## src/rtl/ahb_bridge_pkg.sv

```systemverilog
// Shared constants for the UART-to-AHB command bridge: FSM encoding and frame layout.
// Frame layout from LSB: write, addr, data, sel, valid.
package ahb_bridge_pkg;

  localparam logic [1:0] StIdle = 2'd0;
  localparam logic [1:0] StReq  = 2'd1;
  localparam logic [1:0] StXfer = 2'd2;
  localparam logic [1:0] StResp = 2'd3;

  localparam int unsigned WriteOff = 0;
  localparam int unsigned AddrOff  = 1;

  function automatic int unsigned frame_w(input int unsigned sel_w, input int unsigned udata_w,
                                          input int unsigned uaddr_w);
    return 2 + sel_w + udata_w + uaddr_w;
  endfunction

  function automatic int unsigned data_off(input int unsigned uaddr_w);
    return AddrOff + uaddr_w;
  endfunction

  function automatic int unsigned sel_off(input int unsigned uaddr_w, input int unsigned udata_w);
    return data_off(uaddr_w) + udata_w;
  endfunction

endpackage

```

## src/rtl/bridge_cmd_fifo.sv

```systemverilog
// Show-ahead command FIFO; DEPTH must be a power of two so the pointers wrap naturally.
module bridge_cmd_fifo #(
  parameter int unsigned WIDTH = 8,
  parameter int unsigned DEPTH = 4
) (
  input  logic             hclk,
  input  logic             hreset,
  input  logic             push,
  input  logic [WIDTH-1:0] wdata,
  input  logic             pop,
  output logic [WIDTH-1:0] rdata,
  output logic             full,
  output logic             empty
);

  localparam int unsigned PTR_W = $clog2(DEPTH);

  logic [WIDTH-1:0] mem_q [DEPTH];
  logic [PTR_W-1:0] wr_ptr_q, rd_ptr_q;
  logic [PTR_W:0]   count_q, count_d;
  logic             do_push, do_pop;

  assign empty   = (count_q == '0);
  assign full    = (count_q == (PTR_W + 1)'(DEPTH));
  assign do_pop  = pop & ~empty;
  // A simultaneous pop frees the slot, so a push into a full FIFO is still legal.
  assign do_push = push & (~full | do_pop);
  assign rdata   = mem_q[rd_ptr_q];

  always_comb begin
    count_d = count_q;
    case ({do_push, do_pop})
      2'b10:   count_d = count_q + 1'b1;
      2'b01:   count_d = count_q - 1'b1;
      default: count_d = count_q;
    endcase
  end

  always_ff @(posedge hclk) begin
    if (hreset) begin
      wr_ptr_q <= '0;
      rd_ptr_q <= '0;
      count_q  <= '0;
    end else begin
      count_q <= count_d;
      if (do_push) wr_ptr_q <= wr_ptr_q + 1'b1;
      if (do_pop)  rd_ptr_q <= rd_ptr_q + 1'b1;
    end
  end

  always_ff @(posedge hclk) begin
    if (do_push) mem_q[wr_ptr_q] <= wdata;
  end

endmodule

```

## src/rtl/ahb_uart_bridge_mc.sv

```systemverilog
// Bridges UART command frames onto an AHB master interface, one transaction at a time,
// returning a response frame per command (with err set when grant or ready times out).
module ahb_uart_bridge_mc
  import ahb_bridge_pkg::*;
#(
  parameter int unsigned SEL_W      = 2,
  parameter int unsigned UDATA_W    = 8,
  parameter int unsigned UADDR_W    = 5,
  parameter int unsigned FIFO_DEPTH = 4,
  parameter int unsigned TIMEOUT    = 255,
  localparam int unsigned FRAME_W   = frame_w(SEL_W, UDATA_W, UADDR_W)
) (
  input  logic               hclk,
  input  logic               hreset,
  input  logic [FRAME_W-1:0] rx_frame,
  input  logic               rx_valid,
  output logic               rx_ready,
  input  logic               hgrant,
  output logic               m_req,
  output logic [31:0]        m_addr,
  output logic [31:0]        m_wdata,
  output logic               m_write,
  output logic [SEL_W-1:0]   m_sel,
  input  logic               m_hready,
  input  logic [31:0]        hrdata,
  output logic [FRAME_W-1:0] tx_frame,
  output logic               tx_valid,
  input  logic               tx_ready,
  output logic               ovf
);

  localparam int unsigned PL_W    = FRAME_W - 1;
  localparam int unsigned DataOff = data_off(UADDR_W);
  localparam int unsigned SelOff  = sel_off(UADDR_W, UDATA_W);
  localparam int unsigned CNT_W   = (TIMEOUT < 1) ? 1 : $clog2(TIMEOUT + 1);
  localparam logic [CNT_W-1:0] TimeoutVal = CNT_W'(TIMEOUT);

  logic [1:0]         state_q, state_d;
  logic [CNT_W-1:0]   wait_q, wait_d;
  logic               m_write_q, m_write_d;
  logic [UADDR_W-1:0] m_addr_q, m_addr_d;
  logic [UDATA_W-1:0] m_wdata_q, m_wdata_d;
  logic [SEL_W-1:0]   m_sel_q, m_sel_d;
  logic [FRAME_W-1:0] tx_frame_q, tx_frame_d;
  logic               ovf_q, ovf_d;

  logic               fifo_push, fifo_pop, fifo_full, fifo_empty;
  logic [PL_W-1:0]    fifo_rdata;
  logic               frame_valid;
  logic               hrdata_unused;

  assign hrdata_unused = ^hrdata[31:UDATA_W];

  assign frame_valid = rx_valid & rx_frame[FRAME_W-1];
  assign rx_ready    = ~fifo_full;
  assign fifo_push   = frame_valid & rx_ready;
  assign ovf_d       = ovf_q | (frame_valid & ~rx_ready);

  bridge_cmd_fifo #(
    .WIDTH (PL_W),
    .DEPTH (FIFO_DEPTH)
  ) u_cmd_fifo (
    .hclk   (hclk),
    .hreset (hreset),
    .push   (fifo_push),
    .wdata  (rx_frame[PL_W-1:0]),
    .pop    (fifo_pop),
    .rdata  (fifo_rdata),
    .full   (fifo_full),
    .empty  (fifo_empty)
  );

  always_comb begin
    state_d    = state_q;
    wait_d     = wait_q;
    fifo_pop   = 1'b0;
    m_write_d  = m_write_q;
    m_addr_d   = m_addr_q;
    m_wdata_d  = m_wdata_q;
    m_sel_d    = m_sel_q;
    tx_frame_d = tx_frame_q;
    case (state_q)
      StIdle: begin
        if (!fifo_empty) begin
          fifo_pop  = 1'b1;
          state_d   = StReq;
          wait_d    = '0;
          m_write_d = fifo_rdata[WriteOff];
          m_addr_d  = fifo_rdata[AddrOff +: UADDR_W];
          m_wdata_d = fifo_rdata[DataOff +: UDATA_W];
          m_sel_d   = fifo_rdata[SelOff +: SEL_W];
        end
      end
      StReq: begin
        if (hgrant) begin
          state_d = StXfer;
          wait_d  = '0;
        end else if (wait_q == TimeoutVal) begin
          state_d    = StResp;
          wait_d     = '0;
          tx_frame_d = {1'b1, m_sel_q, {UDATA_W{1'b0}}, m_addr_q, 1'b1};
        end else begin
          wait_d = wait_q + 1'b1;
        end
      end
      StXfer: begin
        if (m_hready) begin
          state_d    = StResp;
          wait_d     = '0;
          tx_frame_d = {1'b1, m_sel_q, (m_write_q ? m_wdata_q : hrdata[UDATA_W-1:0]),
                        m_addr_q, 1'b0};
        end else if (wait_q == TimeoutVal) begin
          state_d    = StResp;
          wait_d     = '0;
          tx_frame_d = {1'b1, m_sel_q, {UDATA_W{1'b0}}, m_addr_q, 1'b1};
        end else begin
          wait_d = wait_q + 1'b1;
        end
      end
      StResp: begin
        if (tx_ready) begin
          state_d    = StIdle;
          wait_d     = '0;
          tx_frame_d = '0;
        end
      end
      default: state_d = StIdle;
    endcase
  end

  always_ff @(posedge hclk) begin
    if (hreset) begin
      state_q    <= StIdle;
      wait_q     <= '0;
      m_write_q  <= 1'b0;
      m_addr_q   <= '0;
      m_wdata_q  <= '0;
      m_sel_q    <= '0;
      tx_frame_q <= '0;
      ovf_q      <= 1'b0;
    end else begin
      state_q    <= state_d;
      wait_q     <= wait_d;
      m_write_q  <= m_write_d;
      m_addr_q   <= m_addr_d;
      m_wdata_q  <= m_wdata_d;
      m_sel_q    <= m_sel_d;
      tx_frame_q <= tx_frame_d;
      ovf_q      <= ovf_d;
    end
  end

  assign m_req    = (state_q == StReq) | (state_q == StXfer);
  assign tx_valid = (state_q == StResp);
  assign tx_frame = tx_frame_q;
  assign m_write  = m_write_q;
  assign m_addr   = 32'(m_addr_q);
  assign m_wdata  = 32'(m_wdata_q);
  assign m_sel    = m_sel_q;
  assign ovf      = ovf_q;

endmodule

```

## config.mk

```make
export PLATFORM = sky130hd
export DESIGN_NAME = ahb_uart_bridge_mc
export DESIGN_NICKNAME = d
export VERILOG_FILES = /design/src/rtl/ahb_bridge_pkg.sv /design/src/rtl/bridge_cmd_fifo.sv /design/src/rtl/ahb_uart_bridge_mc.sv
export SDC_FILE = /design/constraint.sdc
export NUM_CORES = 1
export LEC_CHECK = 0
export CORE_UTILIZATION = 48
export CTS_CLUSTER_SIZE = 8
export DETAILED_ROUTE_END_ITERATION = 12
export GPL_TIMING_DRIVEN = 0
export MAX_ROUTING_LAYER = met4
export PLACE_DENSITY_LB_ADDON = 0.1
export RECOVER_POWER = 100
export SYNTH_ARGS = -nofsm -noshare
export SYNTH_HDL_FRONTEND = slang
export SYNTH_SLANG_ARGS = --single-unit
```

## constraint.sdc

```tcl
create_clock -name hclk -period 3 [get_ports hclk]
set_clock_uncertainty 0.1 [all_clocks]
set_input_delay 0.75 -clock hclk [delete_from_list [all_inputs] [get_ports hclk]]
set_output_delay 0.75 -clock hclk [all_outputs]
set_load 0.02 [all_outputs]
```

[Word-level counts from Yosys, hierarchy flattened]
Memories as Yosys holds them, arrays and structs flattened. A register that Yosys moved wholly into a read port is not among the register bits.
Index checks and enable logic that the tools add are counted.
Storage, ports and cells
  memories: 1
  bits in read-only memories: 0
  output and inout port bits: 88
  register bits after elaboration: 35
  bits in writable memories: 64
  latch bits: 0
Memories
  u_cmd_fifo.mem_q: words 4, width 16, rd ports 1, clocked after Yosys merged registers in 1, wr ports 1, RTL line bridge_cmd_fifo.sv:18  | logic [WIDTH-1:0] mem_q [DEPTH];
Cells by class
  $mul: 0
  mux-type cells: 23
  shift operators: 0
  $add $sub $neg: 5
  divide/modulo/power cells: 0
  equality and inequality tests: 10
  reductions and logical operators: 7
  bitwise operators: 10
  $lt $le $gt $ge: 0
Operators by type and width (number)
  two-way mux 17 bit: 4
  case mux 17 bit (3 select lines): 1
  two-way mux 8 bit: 6
  case mux 8 bit (4 select lines): 1
  two-way mux 2 bit: 5
  adder 8 x 1 -> 8 bit (second input constant): 1
  equality test 8 bit (second input constant): 1
  case mux 2 bit (4 select lines): 1
  equality test 2 bit (second input constant): 3
  case mux 3 bit (2 select lines): 1
  AND 1 bit: 5
  adder 2 x 1 -> 2 bit (second input constant): 2
  equality test 2 x 1 -> 1 bit (second input constant): 2
  two-way mux 1 bit: 4
  inequality test 2 bit (second input constant): 2
  AND reduction 2 bit: 2
  adder 3 x 1 -> 3 bit (second input constant): 1
  equality test 3 bit (second input constant): 1
  logical NOT 3 bit: 1
  bitwise OR 1 bit: 3
  AND reduction 3 bit: 1
  nonzero test 3 bit: 1
  subtractor 3 x 1 -> 3 bit (second input constant): 1
  logical NOT 2 bit: 1
  other kinds (3): 4

[Depth between registers and ports, before layout]
Gate-level depths: netlist of run 1.
  word-level depth: 8
  depth in mapped cells: 12

[Modules after synthesis]
From an unflattened synthesis of run 1, not the netlist that was laid out.
Unflattened totals
  cells, all modules: 399
  area, all modules: 5187.5 sq um
By module, submodules not included
  bridge_cmd_fifo: times used 1, seq. area each 2102.0 sq um, area an instance 2830.2 sq um, cells an instance 138
  ahb_uart_bridge_mc: times used 1, seq. area each 880.8 sq um, area an instance 2357.3 sq um, cells an instance 261

[Worst setup path before layout of run 1]
Ideal clock, no wire load.
  kind: reg2reg
  from: register state_q[0]
  to: register u_cmd_fifo.count_q[2]
  slack: 0.546 ns
  library setup time: 0.070 ns
  buffers on the path: 2
  clock period less this slack: 2.454 ns
  stages on the path, launching flop included: 13
  arrival: 2.284 ns
  cells stage by stage: dfxtp_1 -> inv_1 -> ha_1 -> nand2b_1 -> buf_2 -> inv_2 -> buf_2 -> ha_1 -> inv_1 -> fa_1 -> xor2_1 -> or3_1 -> a21oi_1
On the way
  word-level cells in the longest chain between the ends: 7
RTL lines
  start: declaration: RTL line ahb_uart_bridge_mc.sv:38  | logic [1:0] state_q, state_d;
  start signal: assignment: RTL line ahb_uart_bridge_mc.sv:133  | state_q <= StIdle;
  start signal: assignment: RTL line ahb_uart_bridge_mc.sv:142  | state_q <= state_d;
  logical NOT 2 bit *: RTL line ahb_uart_bridge_mc.sv:82  | case (state_q)
  two-way mux 1 bit *: RTL line ahb_uart_bridge_mc.sv:82
  via fifo_pop: RTL line ahb_uart_bridge_mc.sv:47  | logic fifo_push, fifo_pop, fifo_full, fifo_empty;
  AND 1 bit *: RTL line bridge_cmd_fifo.sv:25  | assign do_pop = pop & ~empty;
  bitwise OR 1 bit: RTL line bridge_cmd_fifo.sv:27  | assign do_push = push & (~full | do_pop);
  AND 1 bit: RTL line bridge_cmd_fifo.sv:27
  equality test 2 x 1 -> 1 bit or equality test 2 bit (tied branches): RTL line bridge_cmd_fifo.sv:32  | case ({do_push, do_pop})
  case mux 3 bit (2 select lines) or nonzero test 2 bit (tied branches)
  end signal: assignment: RTL line bridge_cmd_fifo.sv:45  | count_q <= count_d;
  end: declaration: RTL line bridge_cmd_fifo.sv:20  | logic [PTR_W:0] count_q, count_d;
Mark *: on every way through the listed nets, which the timed path passes. The rest lies on a longest branch.
A chain may end at the register's enable or synchronous reset.

[Final worst setup path of run 1]
  from: register state_q[0]
  to: output port m_req
On the way
  word-level cells in the longest chain between the ends: 2
RTL lines
  equality test 2 x 1 -> 1 bit or equality test 2 bit (tied branches): RTL line ahb_uart_bridge_mc.sv:153  | assign m_req = (state_q == StReq) | (state_q == StXfer);
  bitwise OR 1 bit *: RTL line ahb_uart_bridge_mc.sv:153
  end: declaration: RTL line ahb_uart_bridge_mc.sv:19  | output logic m_req,
Mark *: on every way between the ends. The rest lies on a longest branch, timed or not.

==> summary.md, run 1 <==
| Metric | Value |
|---|---|
| Initial antenna violation count | `0` |
| GR Overflow Total | `0` |
| Share of layout cells above drive strength 1 | `around 22%` |
| DP HPWL | `6620 um` |
| Avg Inst Size Synth | `~13 um2` |
| First-pass GRT wire length | `around 15000 um` |
| Final WL | `approximately 9500 um` |
| Final antenna-violating net count | `0` |
| Clock Latency Late Sink | `0.52 ns` |
| Crit path DAT | `around 2.0 ns` |
| Number of cell rows | `36` |
| Drt first-iter violations | `83` |
| Pin count of the biggest net entering global routing | `17` |
| Ys Warns | `0` |
| Slew margin rel. | `roughly 40%` |
| DRT Pass-1 Iters | `4` |
| Nets@finish | `585` |
| Die height | `roughly 100 um` |
| Worst hold stages | `1` |
| Status | `complete, no violations` |
| Crit path to | `m_req` |
| Final setup vio count | `0` |
| Routed len/inst | `14.3 um` |
| Clock Path Buffers | `2` |
| Routability Congestion | `approximately 0.82` |
| Fillers | `~750` |
| Worst reg2reg path depth | `12` |
| Post-synthesis sequential area ratio | `58.7%` |
| Most common cell after layout, fill and taps aside | `edfxtp_1` |
| Core region area | `between 0.009 and 0.01 mm2` |
| Slew Limit Fails | `0` |
| Vias in the first global route | `a little over 3000` |
| Critical path startpoint | `state_q[0]$_SDFFE_PP0P_` |
| Die Span X | `approximately 100 um` |
| Clock-pin slew on the worst setup and hold paths | `~0.060 ns` |
| Root Buffer | `clkbuf_8` |
| Commonest non-fill, non-tap cells in the layout | `edfxtp_1, dlygate4sd3_1, buf_4, conb_1, dfxtp_1` |
| Post-synth EDFFs | `64` |
| LEAKAGE | `approximately 2.6 nW` |
| MaxCap Viol Count | `0` |
| Hold Crit Class | `register to register` |
| Hold Fails Final Rpt | `0` |
| Clock sink count | `~120` |
| Fmax | `0.350 GHz` |
| Mapped cell area | `between 0.005 and 0.006 mm2` |
| VDD IR-drop max | `around 0.00042 V` |
| IO buf count | `67` |
| Initial Utilization | `50.4%` |
| Total power | `~0.0055 W` |
| Primary FF master, synth | `edfxtp_1` |
| Post-CTS sizing | `0` |
| Power per cell area | `about 840 mW/mm2` |
| Crit path cell chain | `inv_1 -> ha_1 -> dlygate4sd3_1` |
| Reg2reg end | `u_cmd_fifo.count_q[2]$_SDFFE_PP0P_` |
| Final min period | `around 2.9 ns` |
| DRC | `0` |
| RSZ-0062 raised after global routing | `false` |
| Area of the multi-input gates | `roughly 0.0017 mm2` |
| Worst Setup Path Type | `register to output pin` |
| Final period util | `about 95%` |
| Distinct cells, synth | `51` |
| Inserted Clock Buffers | `17` |
| Total GRT Usage | `just under 20%` |
| Mapped Cells | `~380` |
| Reg-to-Reg Start | `state_q[0]$_SDFFE_PP0P_` |
| Postcts setup bufs | `0` |
| Setup slack after layout | `~0.14 ns` |
| Reg2reg setup slack | `0.26 ns` |
| H-tree level count | `4` |
| CTS tree | `done` |
| CP max-delay cell | `dlygate4sd3_1` |
| Area Overhead vs Synth | `31.6%` |
| Hold_buf cts | `0` |
| CP max FO | `4` |
| Antenna diodes | `0` |
| Vias per std cell | `between 4 and 5` |
| Dpl ws | `-0.0609 ns` |
| IO Count | `approximately 140` |
| Reg area | `between 0.002 and 0.003 mm2` |
| Critical Path Max Stage Delay | `0.68 ns` |
| Critical Path Sink Type | `output pin` |
| CP Launch Type | `register` |
| Pin slew with the least headroom to its limit | `roughly 0.90 ns` |
| DIE AREA | `about 0.011 mm2` |
| FF+latch count, synth | `115` |
| Vias | `3171` |
| Async SR Flop Fraction | `0%` |
| CP required | `roughly 2.2 ns` |
[synth_stat cells, types with 7 or more instances]
cell type	instances	share of area, %
edfxtp_1	64	38
buf_4	52	7.8
dfxtp_1	51	20
nand2_1	39	2.9
a21oi_1	23	2.3
mux4_2	16	7.2
nor2_1	15	1.1
ha_1	11	2.7
inv_1	10	0.75
mux2i_1	9	1.8
o2bb2ai_1	8	1.4
o21ai_0	7	0.70
[critical path, delay by kind of cell (launching register included)]
family	cells	cell delay, ns
buffers and inverters	2	0.79
DFF	1	0.36
adders and majority gates	1	0.34
[flip-flops by register name, summed over array words and instances (netlist names)]
name                 cells
state_q                  2
m_sel                    2
tx_frame                17
u_cmd_fifo.rd_ptr_q      2
u_cmd_fifo.wr_ptr_q      2
m_wdata_q                8
m_write                  1
wait_q                   8
u_cmd_fifo.mem_q        64
u_cmd_fifo.count_q       3
m_addr_q                 5
ovf                      1
[area by class of cell]
cell class	instances	area share, %
Sequential cell	115	44.6
Multi-Input combinational cell	242	26.3
Timing Repair Buffer	67	10.2
Buffer	64	6.81
Clock buffer	17	6.27
Clock inverter	15	2.73
Tap cell	133	2.52
Inverter	11	0.626
[worst min path at each step]
| stage | from | endpoint | slack (ns) |
|---|---|---|---|
| global route | tx_frame[13]$_SDFFE_PP0P_ | tx_frame[13]$_SDFFE_PP0P_ | 0.38 |
| global placement | tx_frame[8]$_SDFFE_PP0P_ | tx_frame[8]$_SDFFE_PP0P_ | 0.35 |
| detailed placement | tx_frame[8]$_SDFFE_PP0P_ | tx_frame[8]$_SDFFE_PP0P_ | 0.35 |
| CTS | tx_frame[8]$_SDFFE_PP0P_ | tx_frame[8]$_SDFFE_PP0P_ | 0.37 |
| finish | ovf$_SDFF_PP0_ | ovf$_SDFF_PP0_ | 0.36 |
| floorplan | wait_q[1]$_SDFFE_PP0P_ | wait_q[1]$_SDFFE_PP0P_ | 0.36 |
[metal layers]
layer  vias up  share of wire, %  GRT usage (%)
met5         -                 0              -
met4         0               1.4           6.63
met3        10               5.1           7.83
met1      1494                46           23.5
li1       1563                 -              -
met2       104                47           29.0
[cells by family after synthesis]
kind of cell | share of synthesized area, %
flops | 58.7
simple gates | 8.11
buf+inv | 9.93
compound gates | 9.23
mux | 9.28
fa+ha+maj | 3.14
xor+xnor | 1.57
other cells | 0.0748
[through the flow]
step                util, %  hold WS (ns)  area, um2  TNS [ns]  instances
floorplan                 -         0.362       5200         0        432
global placement       60.7         0.347       6040   -0.0453        632
detailed placement     60.7         0.349       6040     -3.46        632
CTS                    66.7         0.368       6640         0        664
global route           66.3         0.379       6600         0        664
finish                 66.3         0.359       6600         0        664
[where the power goes]
group / switching [W] / total, W / internal [W]
logic: 0.000892 / 0.00155 / 0.000659
registers: 0.000122 / 0.00196 / 0.00184
clock network: 0.000798 / 0.00202 / 0.00122
(Power assumes the default switching activity.)
==> run 2: changes to the inputs <==
GPL_ROUTABILITY_DRIVEN = 1   (was default)
==> results of run 2 <==
The final DEF is identical to that of run 1; final timing and power are the same.
==> variant (settings of run 2) <==
Change the parameter `SEL_W` from 2 to 1.
--- a/src/rtl/ahb_uart_bridge_mc.sv
+++ b/src/rtl/ahb_uart_bridge_mc.sv
@@ -3,7 +3,7 @@
 module ahb_uart_bridge_mc
   import ahb_bridge_pkg::*;
 #(
-  parameter int unsigned SEL_W      = 2,
+  parameter int unsigned SEL_W      = 1,
   parameter int unsigned UDATA_W    = 8,
   parameter int unsigned UADDR_W    = 5,
   parameter int unsigned FIFO_DEPTH = 4,
Interface: changed (resized m_sel, rx_frame and tx_frame); port bits go from 143 to 140. The function was not compared with the original's and may differ.
==> variant against run 2 <==
  * Worst hold slack improved by 13 ps
  * Setup slack improved by 82 ps
  * Combinational power fell by 9%
  * Power fell by 25%
  * Global-route usage fell by 0.80 points
  * Cell area fell by 9.6%
  * Wire length fell by 5.9%
  * Sequential cell count fell by 6
  * Synthesized area fell by 4.5%
  * Critical path depth did not move
  * Critical path type unchanged
  * Largest power group is now registers
  * Highest routed layer unchanged
==> variant: results (changes against run 2) <==
Outcome:
- The run finished with clean final reports.

Pwr:
- The worst supply voltage drop on vdd is 0.000319 V (-24%).
- The leakage power summed over all cells is 2.35 nW (-11%).
- The internal power of the cells was 0.00267 W (-28%).

Global route:
- The global-route wire length before repair was 13800 um (-9.4%).
- The global routing met3 resource utilization came to 3.63% (-4.2 points).
- The global-route usage over all layers came to 18.5% (-0.80 points).
- The number of global-route vias before repair is 2673 (-12%).
- The maximum number of pins on one net before global-route repair is 23 (+6).
- The met1 layer usage reported by global route is 24.6% (+1.1 points).
- The number of antenna violations at the first check in global routing is 0 (unchanged).
- The met2 capacity usage during global routing came to 28.1% (-0.93 points).

Placement:
- The count of port buffers added during placement was 64 (-4.5%).
- The cell area reported after detailed placement is 5790 um2 (-4.2%).
- The weighted congestion at the end of routability-driven global placement is 0.829 (+0.93%).
- The placed wire-length estimate after detailed placement is 6530 um (-1.4%).
- The worst setup slack after placement is -29.1 ps (+31.8 ps).

Synth:
- The count of unique library cells instantiated by Yosys came to 51 (unchanged).
- The share of flip-flops with an asynchronous set or reset after synthesis is 0% (unchanged).
- The yosys synthesis warning count is 0 (unchanged).
- Summed over all instances, the cell type with the most area after synthesis is edfxtp_1.
- Ranked by instance count, the synthesized netlist is headed by edfxtp_1, buf_4, dfxtp_1.
- The share of synthesized area occupied by flip-flops and latches came to 58.1% (-0.60 points).
- The number of enable-type register cells in the synthesized netlist is 60 (-6.3%).
- Yosys attributes the largest share of cell area to edfxtp_1, dfxtp_1, buf_4.

Cells and area:
- The count of fill cells added during filler insertion is 808 (+8.2%).
- The fraction of layout cells with a size suffix above 1 is 19.0% (-3.0 points).
- The flip-flop count of the largest register after layout is 60 (-6.3%).
- The flip-flop and latch area is 2780 um2 (-5.4%).
- The register with the highest flop count is u_cmd_fifo.mem_q.
- The final antenna diode count is 0 (unchanged).
- The layout net count is 566 (-3.2%).

Clock network:
- The total of cells resized after clock tree synthesis is 0 (unchanged).
- The total number of H-tree levels was 3 (-1).
- The total setup buffers inserted after CTS is 0 (unchanged).
- In this run the clock root is driven by a clkbuf_8.
- The maximum clock path buffer count was 2 (unchanged).
- The clock slew at the register clock pins of the worst setup and hold paths is 120 ps (+60 ps).
- The clock buffer count from CTS was 9 (-8).
- The insertion delay of the later-clocked pin in the worst-skew pair came to 370 ps (-150 ps).

Hold path:
- The min-delay analysis places its worst path in the category reg -> reg.

Detailed routing:
- The average wire per cell in the routed design is 14.0 um (-2.1%).
- The number of optimization iterations in the first detailed-route pass is 4 (unchanged).
- The total via count after detailed routing was 3006 (-5.2%).
- The number of DRC violations after detailed-routing iteration 0 is 90 (+8.4%).

Setup path:
- The critical path arrival is 1930 ps (-80 ps).
- Among cell families on the critical path, the largest total delay comes from buffers and inverters.
- The slowest stage cell on the critical path is dlygate4sd3_1.
- The peak fanout along the critical path came to 5 (+1).
- The largest single stage delay on the critical path is about 690 ps.

Timing:
- The hold violation total from the final report is 0 (unchanged).
- The slew of the pin with the lowest slew margin is 826 ps (-73.3 ps).
==> variant: cell types whose count changed after synthesis, moves of 2 or more <==
cell and change:
edfxtp_1 -4, nand2_1 -2, o21a_1 +2, dfxtp_1 -2, nor2_1 +2, a22o_2 -2
o31ai_1 -2, nand3_1 +2
==> variant: layout make-up <==
| cell class | count | area share [%] |
|---|---|---|
| tap | 133 | 2.79 |
| buffer | 64 | 7.53 |
| multi-input combinational | 241 | 28.2 |
| inverter | 11 | 0.692 |
| clock buffer | 9 | 2.08 |
| timing repair buffer | 64 | 10.7 |
| sequential | 109 | 46.7 |
| clock inverter | 7 | 1.34 |
==> variant: kinds of logic after synthesis <==
logic type / Yosys count / share of synthesized area (%)
flops: 109 / 58.1
simple gates: 85 / 8.69
buf+inv: 75 / 10.4
compound gates: 58 / 8.41
mux: 25 / 9.24
fa+ha+maj: 12 / 3.29
xor+xnor: 10 / 1.83
other cells: 1 / 0.0783
==> variant: path summary, 6_finish.rpt <==
check                    start                    end  slack (ps)  cells after the start
setup / recovery    state_q[1]                  m_req         220                      3
hold / removal    tx_frame[11]           tx_frame[11]         370                      1
setup reg to reg    state_q[0]  u_cmd_fifo.count_q[2]         270                     12
hold reg to reg   tx_frame[11]           tx_frame[11]         370                      1
==> variant: metal layers <==
layer | up-vias | wire, um
met5 | - | 0
met4 | 0 | 63
met3 | 8 | 580
met2 | 122 | 4250
met1 | 1375 | 4040
li1 | 1501 | -
==> variant: worst register-to-register path: cells and delay by family (launching register included) <==
kind,cells,cell delay (ps)
AO/OA/AOI/OAI,1,140
XOR/XNOR,1,150
adder cells (fa/ha/maj),3,800
buffers and inverters,5,750
flip-flops,1,350
AND/OR/NAND/NOR,2,380
==> variant: power by group through the flow <==
stage	logic [W]	registers, W	clock network, W
after floorplan	0.000939	0.00196	0
after global placement	0.00145	0.00189	0
after detailed placement	0.00148	0.00190	0
after CTS	0.00148	0.00186	0.000921
after global routing	0.00158	0.00188	0.000983
final	0.00141	0.00185	0.000901
==> variant: stage by stage <==
stage,instances,total power [W]
3_3_place_gp,622,0.00334
5_1_grt,638,0.00444
4_1_cts,638,0.00426
2_1_floorplan,425,0.00290
6_report,638,0.00416
3_5_place_dp,622,0.00337
